### src/rtl/mem_port_arbiter.sv
// Shares one single-port, fixed-latency memory between instruction fetch and load/store.
// One transaction in flight at a time: IDLE grant -> ISSUE strobe -> WAIT latency -> RESP pulse.
module mem_port_arbiter #(
    parameter int AW       = 32,
    parameter int LATENCY  = 2,
    parameter int ARB_MODE = 0
) (
    input  logic          clk,
    input  logic          reset,
    input  logic          if_req_i,
    input  logic [AW-1:0] if_addr_i,
    output logic          if_gnt_o,
    output logic          if_rvalid_o,
    input  logic          ls_req_i,
    input  logic          ls_we_i,
    input  logic [3:0]    ls_be_i,
    input  logic [AW-1:0] ls_addr_i,
    input  logic [31:0]   ls_wdata_i,
    output logic          ls_gnt_o,
    output logic          ls_rvalid_o,
    output logic [31:0]   rdata_o,
    output logic          mem_req_o,
    output logic          mem_we_o,
    output logic [3:0]    mem_be_o,
    output logic [AW-1:0] mem_addr_o,
    output logic [31:0]   mem_wdata_o,
    input  logic [31:0]   mem_rdata_i,
    output logic          busy_o
);

    if (LATENCY < 1 || LATENCY > 15) begin : g_bad_latency
        $error("mem_port_arbiter: LATENCY must be in 1..15");
    end

    typedef enum logic [1:0] {S_IDLE, S_ISSUE, S_WAIT, S_RESP} state_t;
    typedef enum logic {OWN_IF = 1'b0, OWN_LS = 1'b1} owner_t;

    localparam logic [3:0] LAT_M1 = 4'(LATENCY - 1);

    state_t        r_state;
    state_t        w_state_nxt;
    logic [3:0]    r_cnt;
    logic [3:0]    w_cnt_nxt;
    owner_t        r_owner;
    owner_t        r_last_owner;
    logic          w_if_win;
    logic          w_ls_win;

    logic          r_mem_we;
    logic [3:0]    r_mem_be;
    logic [AW-1:0] r_mem_addr;
    logic [31:0]   r_mem_wdata;

    // Grants are only offered in IDLE and never while reset is held, so a
    // requester can't see a grant that the state register will then discard.
    // NOTE: every output of a combinational block gets a default first so no latch is inferred.
    always_comb begin
        w_if_win = 1'b0;
        w_ls_win = 1'b0;
        if (r_state == S_IDLE && !reset) begin
            if (if_req_i && ls_req_i) begin
                if (ARB_MODE == 1 || r_last_owner == OWN_IF) w_ls_win = 1'b1;
                else                                        w_if_win = 1'b1;
            end else begin
                w_if_win = if_req_i;
                w_ls_win = ls_req_i;
            end
        end
    end

    always_comb begin
        w_state_nxt = r_state;
        w_cnt_nxt   = r_cnt;
        case (r_state)
            S_IDLE: begin
                if (w_if_win || w_ls_win) w_state_nxt = S_ISSUE;
            end
            S_ISSUE: begin
                w_cnt_nxt   = 4'd1;
                w_state_nxt = (LATENCY == 1) ? S_RESP : S_WAIT;
            end
            S_WAIT: begin
                w_cnt_nxt = r_cnt + 4'd1;
                if (r_cnt == LAT_M1) w_state_nxt = S_RESP;
            end
            S_RESP: begin
                w_cnt_nxt   = 4'd0;
                w_state_nxt = S_IDLE;
            end
            default: w_state_nxt = S_IDLE;
        endcase
    end

    // NOTE: sequential state uses non-blocking assignments so every register samples pre-edge values.
    always_ff @(posedge clk) begin
        if (reset) begin
            r_state      <= S_IDLE;
            r_cnt        <= 4'd0;
            r_owner      <= OWN_IF;
            r_last_owner <= OWN_IF;
            r_mem_we     <= 1'b0;
            r_mem_be     <= 4'h0;
            r_mem_addr   <= '0;
            r_mem_wdata  <= 32'h0;
        end else begin
            r_state <= w_state_nxt;
            r_cnt   <= w_cnt_nxt;
            if (w_ls_win) begin
                r_owner      <= OWN_LS;
                r_last_owner <= OWN_LS;
                r_mem_we     <= ls_we_i;
                r_mem_be     <= ls_be_i;
                r_mem_addr   <= ls_addr_i;
                r_mem_wdata  <= ls_wdata_i;
            end else if (w_if_win) begin
                r_owner      <= OWN_IF;
                r_last_owner <= OWN_IF;
                r_mem_we     <= 1'b0;
                r_mem_be     <= 4'hF;
                r_mem_addr   <= if_addr_i;
                r_mem_wdata  <= 32'h0;
            end
        end
    end

    assign if_gnt_o    = w_if_win;
    assign ls_gnt_o    = w_ls_win;
    assign if_rvalid_o = (r_state == S_RESP) && (r_owner == OWN_IF);
    assign ls_rvalid_o = (r_state == S_RESP) && (r_owner == OWN_LS);
    assign rdata_o     = mem_rdata_i;
    assign mem_req_o   = (r_state == S_ISSUE);
    assign mem_we_o    = r_mem_we;
    assign mem_be_o    = r_mem_be;
    assign mem_addr_o  = r_mem_addr;
    assign mem_wdata_o = r_mem_wdata;
    assign busy_o      = (r_state != S_IDLE);

endmodule

### config.mk
export PLATFORM = sky130hd
export DESIGN_NAME = mem_port_arbiter
export DESIGN_NICKNAME = d
export VERILOG_FILES = /design/src/rtl/mem_port_arbiter.sv
export SDC_FILE = /design/constraint.sdc
export NUM_CORES = 1
export LEC_CHECK = 0
export ABC_CLOCK_PERIOD_IN_PS = 2120
export CORE_ASPECT_RATIO = 0.6
export CORE_MARGIN = 4
export CORE_UTILIZATION = 36
export CTS_CLUSTER_DIAMETER = 120
export CTS_CLUSTER_SIZE = 12
export DETAILED_ROUTE_END_ITERATION = 10
export PLACE_DENSITY_LB_ADDON = 0.15
export SYNTH_ARGS = -nofsm -noshare
export SYNTH_HDL_FRONTEND = slang
export SYNTH_SLANG_ARGS = --single-unit
### constraint.sdc
create_clock -name clk -period 2.12 [get_ports clk]
set_clock_uncertainty 0.2 [all_clocks]
set_input_delay 0.212 -clock clk [delete_from_list [all_inputs] [get_ports clk]]
set_output_delay 0.212 -clock clk [all_outputs]
set_load 0.005 [all_outputs]
==> summary.md <==
| Metric | Value |
|---|---|
| Top cells by count, synth | `dfxtp_1 (76), nand3_1 (66), o21ai_0 (58)` |
| Final Setup Violations | `0` |
| Area grow syn2layout | `56.02%` |
| Share of cells above drive strength 1 | `0.07706` |
| Slew Limit Fails | `0` |
| Slew HR | `0.6882` |
| First-pass GRT wire length | `~20000 microns` |
| Period minus WS final | `roughly 2.0 ns` |
| Worst Hold Endpoint | `rdata_o[22]` |
| CTS Buf Count | `9` |
| Core footprint | `0.009809 sq mm` |
| Register bit total from synthesis | `76` |
| Power per Cell Area | `around 900 mW/mm^2` |
| Final worst slack | `0.1471 ns` |
| Storage element area | `0.001529 sq mm` |
| Outcome | `complete, no violations` |
| Worst Path Arrival | `between 1.5 and 2 ns` |
| Fillers | `around 900` |
| Number of setup buffers added after CTS | `0` |
| DR iter-0 viols | `~160` |
| WL met3 | `789 microns` |
| Nets | `approximately 700` |
| Required time of the critical path | `about 1.7 ns` |
| Clock Latency Late Sink | `~0.33 ns` |
| Syn nets | `584` |
| Vias in the first global route | `3935` |
| Hold depth | `0` |
| Initial antenna violation count | `0` |
| Wire length per cell | `18.08 microns` |
| Total GRT Usage | `0.2120` |
| Critical R2R Launch | `r_cnt[0]` |
| Adder-cell share of the synthesized area | `0.02422` |
| Syn avg cell area | `roughly 8.2 sq um` |
| Post-synth cell types | `31` |
| Die ar. | `approximately 0.012 sq mm` |
| Root buf cell | `clkbuf_16` |
| Peak Freq | `0.5069 GHz` |
| WP buf/inv | `1` |
| Tot Pwr | `approximately 5.1 mW` |
| Slowest stage delay, CP | `between 0.5 and 0.6 ns` |
| Pre-CTS setup slack | `0.1040 ns` |
| Largest net degree at the start of global routing | `66` |
| # H-tree levels | `3` |
| Buffers on Ports | `between 150 and 200` |
| Antenna Diode Count | `0` |
| R2R cell count | `4` |
| Met1 WL | `roughly 5800 microns` |
| I/O pin count | `approximately 240` |
| X dimension of the die | `~140 microns` |
| Initial Utilization | `0.3686` |
| Final Core Density | `0.5751` |
| Final period utilization | `0.9306` |
| Final WL | `between 10000 and 15000 microns` |
| Top Layer Used | `met4` |
| CP top delay family | `buffers and inverters` |
| Reg2reg end | `r_state[0]` |
| Worst path slowest cell | `clkdlybuf4s50_1` |
| Crit end category | `output port` |
| Via density per instance | `approximately 5.5` |
| CP startpoint | `r_state[0]` |
| Remaining Overflow, GRT | `0` |
| Worst setup SP type | `flip-flop` |
| Tightest Hold Check Type | `in2out` |
| Final ANT Viol Nets | `0` |
| Post-synthesis cell count | `440` |
| Xor and xnor area share after synthesis | `0` |
| DR DRC count | `0` |
| Top cells by area, synth | `dfxtp_1 (42%), nand3_1 (9.1%), o21ai_0 (8.0%), buf_4 (7.9%), nand4_1 (5.9%)` |
| Most common cell in the synthesized netlist | `dfxtp_1` |
| Static Leak | `~1.9 nW` |
| Router iterations before antenna repair | `5` |
| Async SR Flop Fraction | `0` |
| Most used DFF post-synth | `dfxtp_1` |
| Row Count | `28` |
| Placed Area | `roughly 0.0053 sq mm` |
| HP Start | `mem_rdata_i[22]` |
| Hpwl dp | `around 9000 microns` |
| Die height | `approximately 86 microns` |
| VDD IR-drop max | `0.4611 mV` |
| Synth Area in Compound Gates | `0.2260` |
| WHS | `around 0.22 ns` |
| Combinational family with the most area after synthesis | `compound AO/OA/AOI/OAI gates` |
| Crit path max fanout | `3` |
| Max-cap violation count | `0` |
| DR WL met2 | `about 5800 microns` |
| Worst slew pin tran | `~0.47 ns` |
| Placed insts | `~700` |
| Setup TNS | `0 ns` |
| Top-area cell type share of the netlist area | `0.4208` |
| Finished Cell Area | `roughly 0.0056 sq mm` |
| Crit path kind | `reg2out` |
| Clock sinks | `76` |
| Clk buf depth | `2` |
| Syn. warnings | `0` |
| Final Wtd Congestion | `about 0.77` |
| Post-synth EDFFs | `0` |
| Vias | `about 4k` |
| Area of the multi-input gates | `roughly 0.0016 sq mm` |
| CTS tree | `built` |
| Mux contribution to synthesized area | `0.005536` |
| Final cell count without fillers | `just over 700` |
| RSZ-0062 raised after global routing | `no` |
| Seq/Total Area, Yosys | `0.4208` |
| Clock-pin slew on the worst setup and hold paths | `roughly 0.06 ns` |
| R2r setup slk | `0.38 ns` |
| Post-synth top area cell | `dfxtp_1` |
| CP cell instances | `ha_1, nor2b_1, clkdlybuf4s50_1` |
| Mapped Area | `approximately 0.0036 sq mm` |
| Final Hold Viols | `0` |
| Simple-gate share of the synthesized area | `0.1782` |
==> how the worst max path moves through the flow <==
stage                        endpoint  cells past startpoint
after floorplan              if_gnt_o                      6
after CTS                      busy_o                      5
after global placement       ls_gnt_o                      5
after detailed placement     ls_gnt_o                      5
after global routing      if_rvalid_o                      3
final                     if_rvalid_o                      3
==> cell families after synthesis <==
group	count (synthesis)
simple gates	119
fa+ha+maj	7
mux	2
compound gates	146
flops	76
buf+inv	90
==> per-layer routing <==
layer	GRT usage	vias up
met5	0	-
met4	0.09239	0
met3	0.04982	37
met2	0.3243	143
met1	0.2859	1886
li1	-	1830
==> layout by cell type (no fill, tap or decap), types with 2 or more instances in the layout <==
cell type	Yosys	routed
a21oi_1	37	37
nor2_1	3	3
clkinv_2	0	2
o221a_1	4	4
buf_4	38	12
bufinv_16	0	2
ha_1	7	6
inv_1	8	5
o21ai_1	8	8
nor2b_1	3	2
clkdlybuf4s50_1	0	175
a211oi_1	2	2
dlygate4sd2_1	0	2
nand2_1	6	5
mux2i_1	2	2
nand4_1	34	34
inv_4	0	2
buf_12	0	6
clkbuf_16	0	9
o21ai_0	58	58
a31oi_1	32	32
nand3_1	66	66
dfxtp_4	0	2
dfxtp_1	76	74
==> sequential cells by signal (all words and copies together), names as in the netlist <==
name          flops
r_last_owner      1
mem_addr_o       32
r_cnt             4
mem_be_o          4
mem_wdata_o      32
mem_we_o          1
r_state           2
==> cell type report <==
cell class	instances	share of cell area
multi-input combinational	274	0.2828
clock buffer	10	0.04059
timing repair buffer	198	0.3557
tap	135	0.02994
clock inverter	5	0.01375
inverter	8	0.006210
sequential	76	0.2710
==> timing repair <==
action / in CTS / in global routing
setup endpoints to repair: 3 / 1
hold buffers: 1 / 0
gates resized for setup: 12 / 2
hold endpoints to repair: 2 / 0
gates cloned: 0 / 0
pin swaps: 1 / 0
==> report_power, final <==
| group | switching, mW | internal (mW) | total [mW] |
|---|---|---|---|
| sequential | 0.130 | 1.64 | 1.77 |
| combinational | 0.824 | 0.866 | 1.69 |
| clock | 0.587 | 1.02 | 1.61 |
| total | 1.54 | 3.52 | 5.06 |
Note: power is estimated with default switching activity, not from simulation.
